`src/rtl/count_monitor.sv`:
```
`default_nettype none
// ============================================================================
//  Module      : count_monitor
//  Description : Watches the value stream of an 8-bit up/down counter, locks
//                onto its counting direction and flags protocol violations
//                (jumps, over-long holds) and wrap-around events.
//  Revision    : 1.0 - initial release
// ============================================================================
module count_monitor #(
   parameter int HOLD_MAX = 4,  // unchanged samples tolerated while locked
   parameter int LOCK_N   = 2   // same-direction steps needed to lock
) (
   input  logic       clk,
   input  logic       reset,     // synchronous, active-low
   input  logic [7:0] Qin,
   input  logic       valid,
   output logic       dir_out,
   output logic       locked,
   output logic       err,
   output logic       wrap_up,
   output logic       wrap_down,
   output logic [7:0] err_count
);

   typedef enum logic [1:0] {
      ST_EMPTY   = 2'd0,
      ST_ACQUIRE = 2'd1,
      ST_LOCKED  = 2'd2
   } state_t;

   localparam logic [7:0] C_LOCK_N   = 8'(LOCK_N);
   localparam logic [7:0] C_HOLD_MAX = 8'(HOLD_MAX);
   localparam logic [7:0] C_SAT      = 8'hFF;

   state_t     state_q, state_d;
   logic [7:0] prev_q, prev_d;
   logic [7:0] run_q, run_d;
   logic [7:0] hold_cnt_q, hold_cnt_d;
   logic [7:0] err_count_q, err_count_d;
   logic       dir_q, dir_d;
   logic       err_q, err_d;
   logic       wrap_up_q, wrap_up_d;
   logic       wrap_down_q, wrap_down_d;

   // Step classification of the incoming sample against the held value
   logic [7:0] w_delta;
   logic       w_up, w_down, w_hold, w_step;
   logic [7:0] w_run_inc, w_hold_inc;

   assign w_delta    = Qin - prev_q;
   assign w_up       = (w_delta == 8'd1);
   assign w_down     = (w_delta == 8'hFF);
   assign w_hold     = (w_delta == 8'd0);
   assign w_step     = w_up | w_down;
   assign w_run_inc  = (run_q == C_SAT) ? run_q : run_q + 8'd1;
   assign w_hold_inc = (hold_cnt_q == C_SAT) ? hold_cnt_q : hold_cnt_q + 8'd1;

   // Next-state computation; nothing moves unless a valid sample arrives
   always_comb begin
      logic run_tmp;
      logic fault;
      state_d     = state_q;
      prev_d      = prev_q;
      run_d       = run_q;
      hold_cnt_d  = hold_cnt_q;
      dir_d       = dir_q;
      err_count_d = err_count_q;
      err_d       = 1'b0;
      wrap_up_d   = 1'b0;
      wrap_down_d = 1'b0;
      run_tmp     = 1'b0;
      fault       = 1'b0;

      if (valid) begin
         prev_d = Qin;
         // Wrap pulses apply to any legal step once a previous value exists
         if (state_q != ST_EMPTY) begin
            wrap_up_d   = w_up   && (prev_q == 8'hFF);
            wrap_down_d = w_down && (prev_q == 8'h00);
         end

         case (state_q)
            ST_EMPTY: begin
               state_d = ST_ACQUIRE;
            end
            ST_ACQUIRE: begin
               if (w_step) begin
                  run_tmp = (w_up == dir_q);
                  run_d   = run_tmp ? w_run_inc : 8'd1;
                  dir_d   = w_up;
                  if ((run_tmp ? w_run_inc : 8'd1) >= C_LOCK_N) begin
                     state_d    = ST_LOCKED;
                     run_d      = 8'd0;
                     hold_cnt_d = 8'd0;
                  end
               end else if (!w_hold) begin
                  run_d = 8'd0;   // jump restarts acquisition silently
               end
            end
            ST_LOCKED: begin
               if (w_step) begin
                  hold_cnt_d = 8'd0;
                  dir_d      = w_up;   // same direction or legal reversal
               end else if (w_hold) begin
                  hold_cnt_d = w_hold_inc;
                  fault      = (w_hold_inc > C_HOLD_MAX);
               end else begin
                  fault = 1'b1;
               end
               if (fault) begin
                  err_d       = 1'b1;
                  err_count_d = (err_count_q == C_SAT) ? err_count_q
                                                       : err_count_q + 8'd1;
                  state_d     = ST_ACQUIRE;
                  run_d       = 8'd0;
                  hold_cnt_d  = 8'd0;
                  dir_d       = dir_q;
               end
            end
            default: begin
               state_d = ST_EMPTY;
            end
         endcase
      end
   end

   // State and output registers with synchronous active-low reset
   always_ff @(posedge clk) begin
      if (!reset) begin
         state_q     <= ST_EMPTY;
         prev_q      <= 8'd0;
         run_q       <= 8'd0;
         hold_cnt_q  <= 8'd0;
         dir_q       <= 1'b1;
         err_count_q <= 8'd0;
         err_q       <= 1'b0;
         wrap_up_q   <= 1'b0;
         wrap_down_q <= 1'b0;
      end else begin
         state_q     <= state_d;
         prev_q      <= prev_d;
         run_q       <= run_d;
         hold_cnt_q  <= hold_cnt_d;
         dir_q       <= dir_d;
         err_count_q <= err_count_d;
         err_q       <= err_d;
         wrap_up_q   <= wrap_up_d;
         wrap_down_q <= wrap_down_d;
      end
   end

   assign dir_out   = dir_q;
   assign locked    = (state_q == ST_LOCKED);
   assign err       = err_q;
   assign wrap_up   = wrap_up_q;
   assign wrap_down = wrap_down_q;
   assign err_count = err_count_q;

endmodule
`default_nettype wire

```
`config.mk`:
```
export PLATFORM = sky130hd
export DESIGN_NAME = count_monitor
export DESIGN_NICKNAME = d
export VERILOG_FILES = /design/src/rtl/count_monitor.sv
export SDC_FILE = /design/constraint.sdc
export NUM_CORES = 1
export LEC_CHECK = 0
export CAP_MARGIN = 15
export CELL_PAD_IN_SITES_DETAIL_PLACEMENT = 0
export CELL_PAD_IN_SITES_GLOBAL_PLACEMENT = 2
export CORE_ASPECT_RATIO = 1.1
export CORE_UTILIZATION = 35
export CTS_CLUSTER_SIZE = 40
export DETAILED_ROUTE_END_ITERATION = 12
export GPL_TIMING_DRIVEN = 0
export PLACE_DENSITY_LB_ADDON = 0.1
export SLEW_MARGIN = 25
export SYNTH_ARGS = -nofsm -noshare
export SYNTH_HDL_FRONTEND = slang
export SYNTH_SLANG_ARGS = --single-unit
```
`constraint.sdc`:
```
create_clock -name clk -period 3.55 [get_ports clk]
set_input_delay 0.5325 -clock clk [delete_from_list [all_inputs] [get_ports clk]]
set_output_delay 0.5325 -clock clk [all_outputs]
set_load 0.005 [all_outputs]
```
==> flow_summary.toml <==
[drt]
post-route-drc-count = 0
drt_pass1_iterations = 4
routed_wl_um = 5310
dr_total_vias = 1974
postRouteAntennaNets = 0
wl_per_cell_um = 13.8
drt_iter0_drc = 91
avgViaCountPerCell = 5.13

[synthesis]
synthTopCellsByArea = "dfxtp_1 32%, ha_1 8.5%, mux2i_1 6.8%"
synthesis.nets = 300
post-synth-top-count-cell = "dfxtp_1"
synth_top_area_share_pct = 32.2
synthFlopType = "dfxtp_1"
yosysTopAreaCell = "dfxtp_1"
ys_warn_count = 0
synth_common_cells = "38 x dfxtp_1, 31 x nor2_1, 21 x nand2_1"
synthArstFlopShare_pct = 0
netlist_area_um2 = 2360
synthDistinctLibCells = 55
ys_ff_latch = 38
syn_inst = 272
synth_edf_count = 0
avgSynthCellArea_um2 = 8.69
synth-seq-area-share_pct = 32.2

[floorplan]
core_um2 = 6560
rows = 31
fp.dieH_um = 88.2
chipWidth_um = 80.4
die_area_um2 = 7090
io_pins = 24
start_util_pct = 36.1

[critical_path]
cpMostUsedCell = "inv_1"
rr_worst_depth = 11
reg2reg_slack_ns = 0.58
cp_max_fo = 8
worstPathRequired_ns = 3.72
reg2reg_to = "run_q[0]$_SDFFE_PN0P_"
cp_slowest_cell = "or4b_4"
startpoint = "Qin[0]"
worstSetupPathType = "input pin to register"
critical-path-top-delay-family = "simple AND/OR/NAND/NOR gates"
cp-end-kind = "register"
crit_cells = 13
path_cells = "clkdlybuf4s50_1 > inv_1 > ha_1 > inv_1 > fa_1 > nand3_1 > and2_1 > xnor2_1 > or4b_4 > nor3b_4 > a21o_1 > a21oi_2 > mux2i_1"
critPathMaxStageDelay_ns = 0.57
critPathArrivalTime_ns = 3.47
timing.critical_path.to = "run_q[0]$_SDFFE_PN0P_"
r2r_start = "prev_q[0]$_SDFFE_PN0P_"
start_kind = "input pin"
critPathBufInv = 3

[sta]
fin_crit_ns = 3.30
skew_ns = 0.00666
hold_viol_final = 0
rsz0062_at_grt = "no"
max_slew.worst_pin.slew_ns = 0.683
slew_headroom_pct = 54.1
fin_crit_sh_pct = 93.1
fmax_ghz = 0.303
slew_viol_final = 0
setup_viol = 0
setup-tns-final_ns = 0
worst_slack_ns = 0.246

[job]
max_cap_viol_count = 0

[clock_network]
cts.htree.levels = 2
cts_sinks = 38
holdBufCountCts = 0
cts_buffer_depth = 2
path_clk_slew_ns = 0.08
cts_tree = "done"
cts_buffers = 5
ctsResizeCount = 0
root_buffer = "clkbuf_8"
postCtsSetupBuffers = 0
clkLatencyLatePin_ns = 0.29

[place]
dp_slack_ns = -0.0664
io_buffer_count = 23
placed_area_um2 = 2700
gp_congestion = 0.745
place_hpwl_um = 3980

[pwr]
powerDensity_nw_per_um2 = 367
fin_total_pwr_w = 0.00103
seq_power_share_pct = 43.4
peakVddDrop_uv = 128
total_leakage_power_nw = 1.12
combPwrFrac_pct = 21.1
intPower_w = 0.000743
netSwitchingFraction_pct = 27.7
netSwitchingPower_w = 0.000285
pwr-share-clk_pct = 35.5

[finish]
drive_gt1_share_pct = 7.26
final_util_pct = 42.8
final_area_um2 = 2800
diodes = 0
area_delta_synth_final_pct = 18.6
fin_nets = 330

[global_routing]
grt_pass1_vias = 1792
grt_pass1_wl_um = 9020
track_usage_pct = 16.8
antenna_found_initial = 0
grt_max_degree = 12
grt_remaining_overflow = 0

[min_path]
min_path_type = "register to register"

[status]
status = "finished clean"
-- layout by cell type, fill, tap and decap left out, types with 2 or more instances in the layout --
master           synthesis  layout
nor2_1                  31      31
nor3_1                   2       2
clkbuf_8                 0       5
inv_1                   19      19
clkdlybuf4s50_1          0      23
and3_1                   9       9
o21ai_0                  8       8
nand3b_1                 5       5
ha_1                    16      16
nor3b_1                  2       2
nand4_1                 12      12
a31oi_1                  2       2
dfxtp_1                 38      38
o21a_1                   3       3
o21ai_1                  2       2
xor2_1                   3       3
xnor2_1                  7       7
nand3_1                  8       8
a21oi_1                 10      10
buf_6                    2       2
or3_1                    2       2
nand2b_1                 7       7
nor4_2                   2       2
nor4_1                   4       4
nor2b_1                  3       3
buf_2                    3       3
a21o_1                   3       3
clkbuf_1                 5       7
nand2_1                 21      21
mux2i_1                 16      16
-- cell type report --
class / instances / area, um^2
Multi-Input combinational cell: 204 / 1470
Sequential cell: 38 / 761
Clock inverter: 1 / 30.0
Fill cell: 675 / 3750
Timing Repair Buffer: 23 / 230
Buffer: 11 / 60.1
Clock buffer: 7 / 76.3
Tap cell: 82 / 103
Inverter: 19 / 71.3
-- worst register-to-register path, delay by kind of cell (launching register included) --
kind	cells	cell delay, ns
simple gates	4	1.19
fa+ha+maj	2	0.58
flops	1	0.40
compound gates	2	0.38
mux	1	0.16
xor+xnor	1	0.09
buf+inv	1	0.05
-- layer usage --
metal	wire [um]	GRT usage (%)	vias to the layer above
li1	-	-	1029
met1	2830	24.2	913
met2	2290	24.9	30
met3	149	3.85	2
met4	31	4.38	0
met5	0	0	-
-- metrics by stage --
| stage | cells | hold WS [ns] |
|---|---|---|
| 3_3_place_gp | 377 | 0.438 |
| 3_5_place_dp | 377 | 0.438 |
| 5_1_grt | 385 | 0.481 |
| 4_1_cts | 385 | 0.450 |
| 6_report | 385 | 0.447 |
| 2_1_floorplan | 272 | 0.423 |
-- power by group through the flow --
stage | clock (W) | combinational, W | sequential (W)
floorplan | 0 | 0.000163 | 0.000453
global placement | 0 | 0.000218 | 0.000455
detailed placement | 0 | 0.000218 | 0.000456
CTS | 0.000380 | 0.000219 | 0.000446
global route | 0.000402 | 0.000244 | 0.000448
finish | 0.000365 | 0.000217 | 0.000446
-- how the worst min path moves through the flow --
stage / from / to / cells past startpoint
floorplan: run_q[5]$_SDFFE_PN0P_ / run_q[5]$_SDFFE_PN0P_ / 2
global placement: run_q[5]$_SDFFE_PN0P_ / run_q[5]$_SDFFE_PN0P_ / 2
detailed placement: run_q[6]$_SDFFE_PN0P_ / run_q[6]$_SDFFE_PN0P_ / 2
CTS: run_q[6]$_SDFFE_PN0P_ / run_q[6]$_SDFFE_PN0P_ / 2
global route: run_q[5]$_SDFFE_PN0P_ / run_q[5]$_SDFFE_PN0P_ / 2
finish: run_q[5]$_SDFFE_PN0P_ / run_q[5]$_SDFFE_PN0P_ / 2
-- flip-flops by register name, summed over array words and instances (netlist names) --
register / cells
state_q: 2
prev_q: 8
wrap_down: 1
err_count: 8
err: 1
dir_out: 1
run_q: 8
wrap_up: 1
hold_cnt_q: 8
-- cells by family (layout without fill, tap and decap cells) --
| kind of cell | after synthesis | in the layout | share of synthesized area, % |
|---|---|---|---|
| adder cells (fa/ha/maj) | 17 | 17 | 9.32 |
| AND/OR/NAND/NOR | 115 | 115 | 26.6 |
| AO/OA/AOI/OAI | 45 | 45 | 14.7 |
| flip-flops | 38 | 38 | 32.2 |
| XOR/XNOR | 11 | 11 | 4.87 |
| buffers and inverters | 30 | 61 | 5.56 |
| multiplexers | 16 | 16 | 6.78 |
No activity file was read; power rests on OpenSTA's default activity.
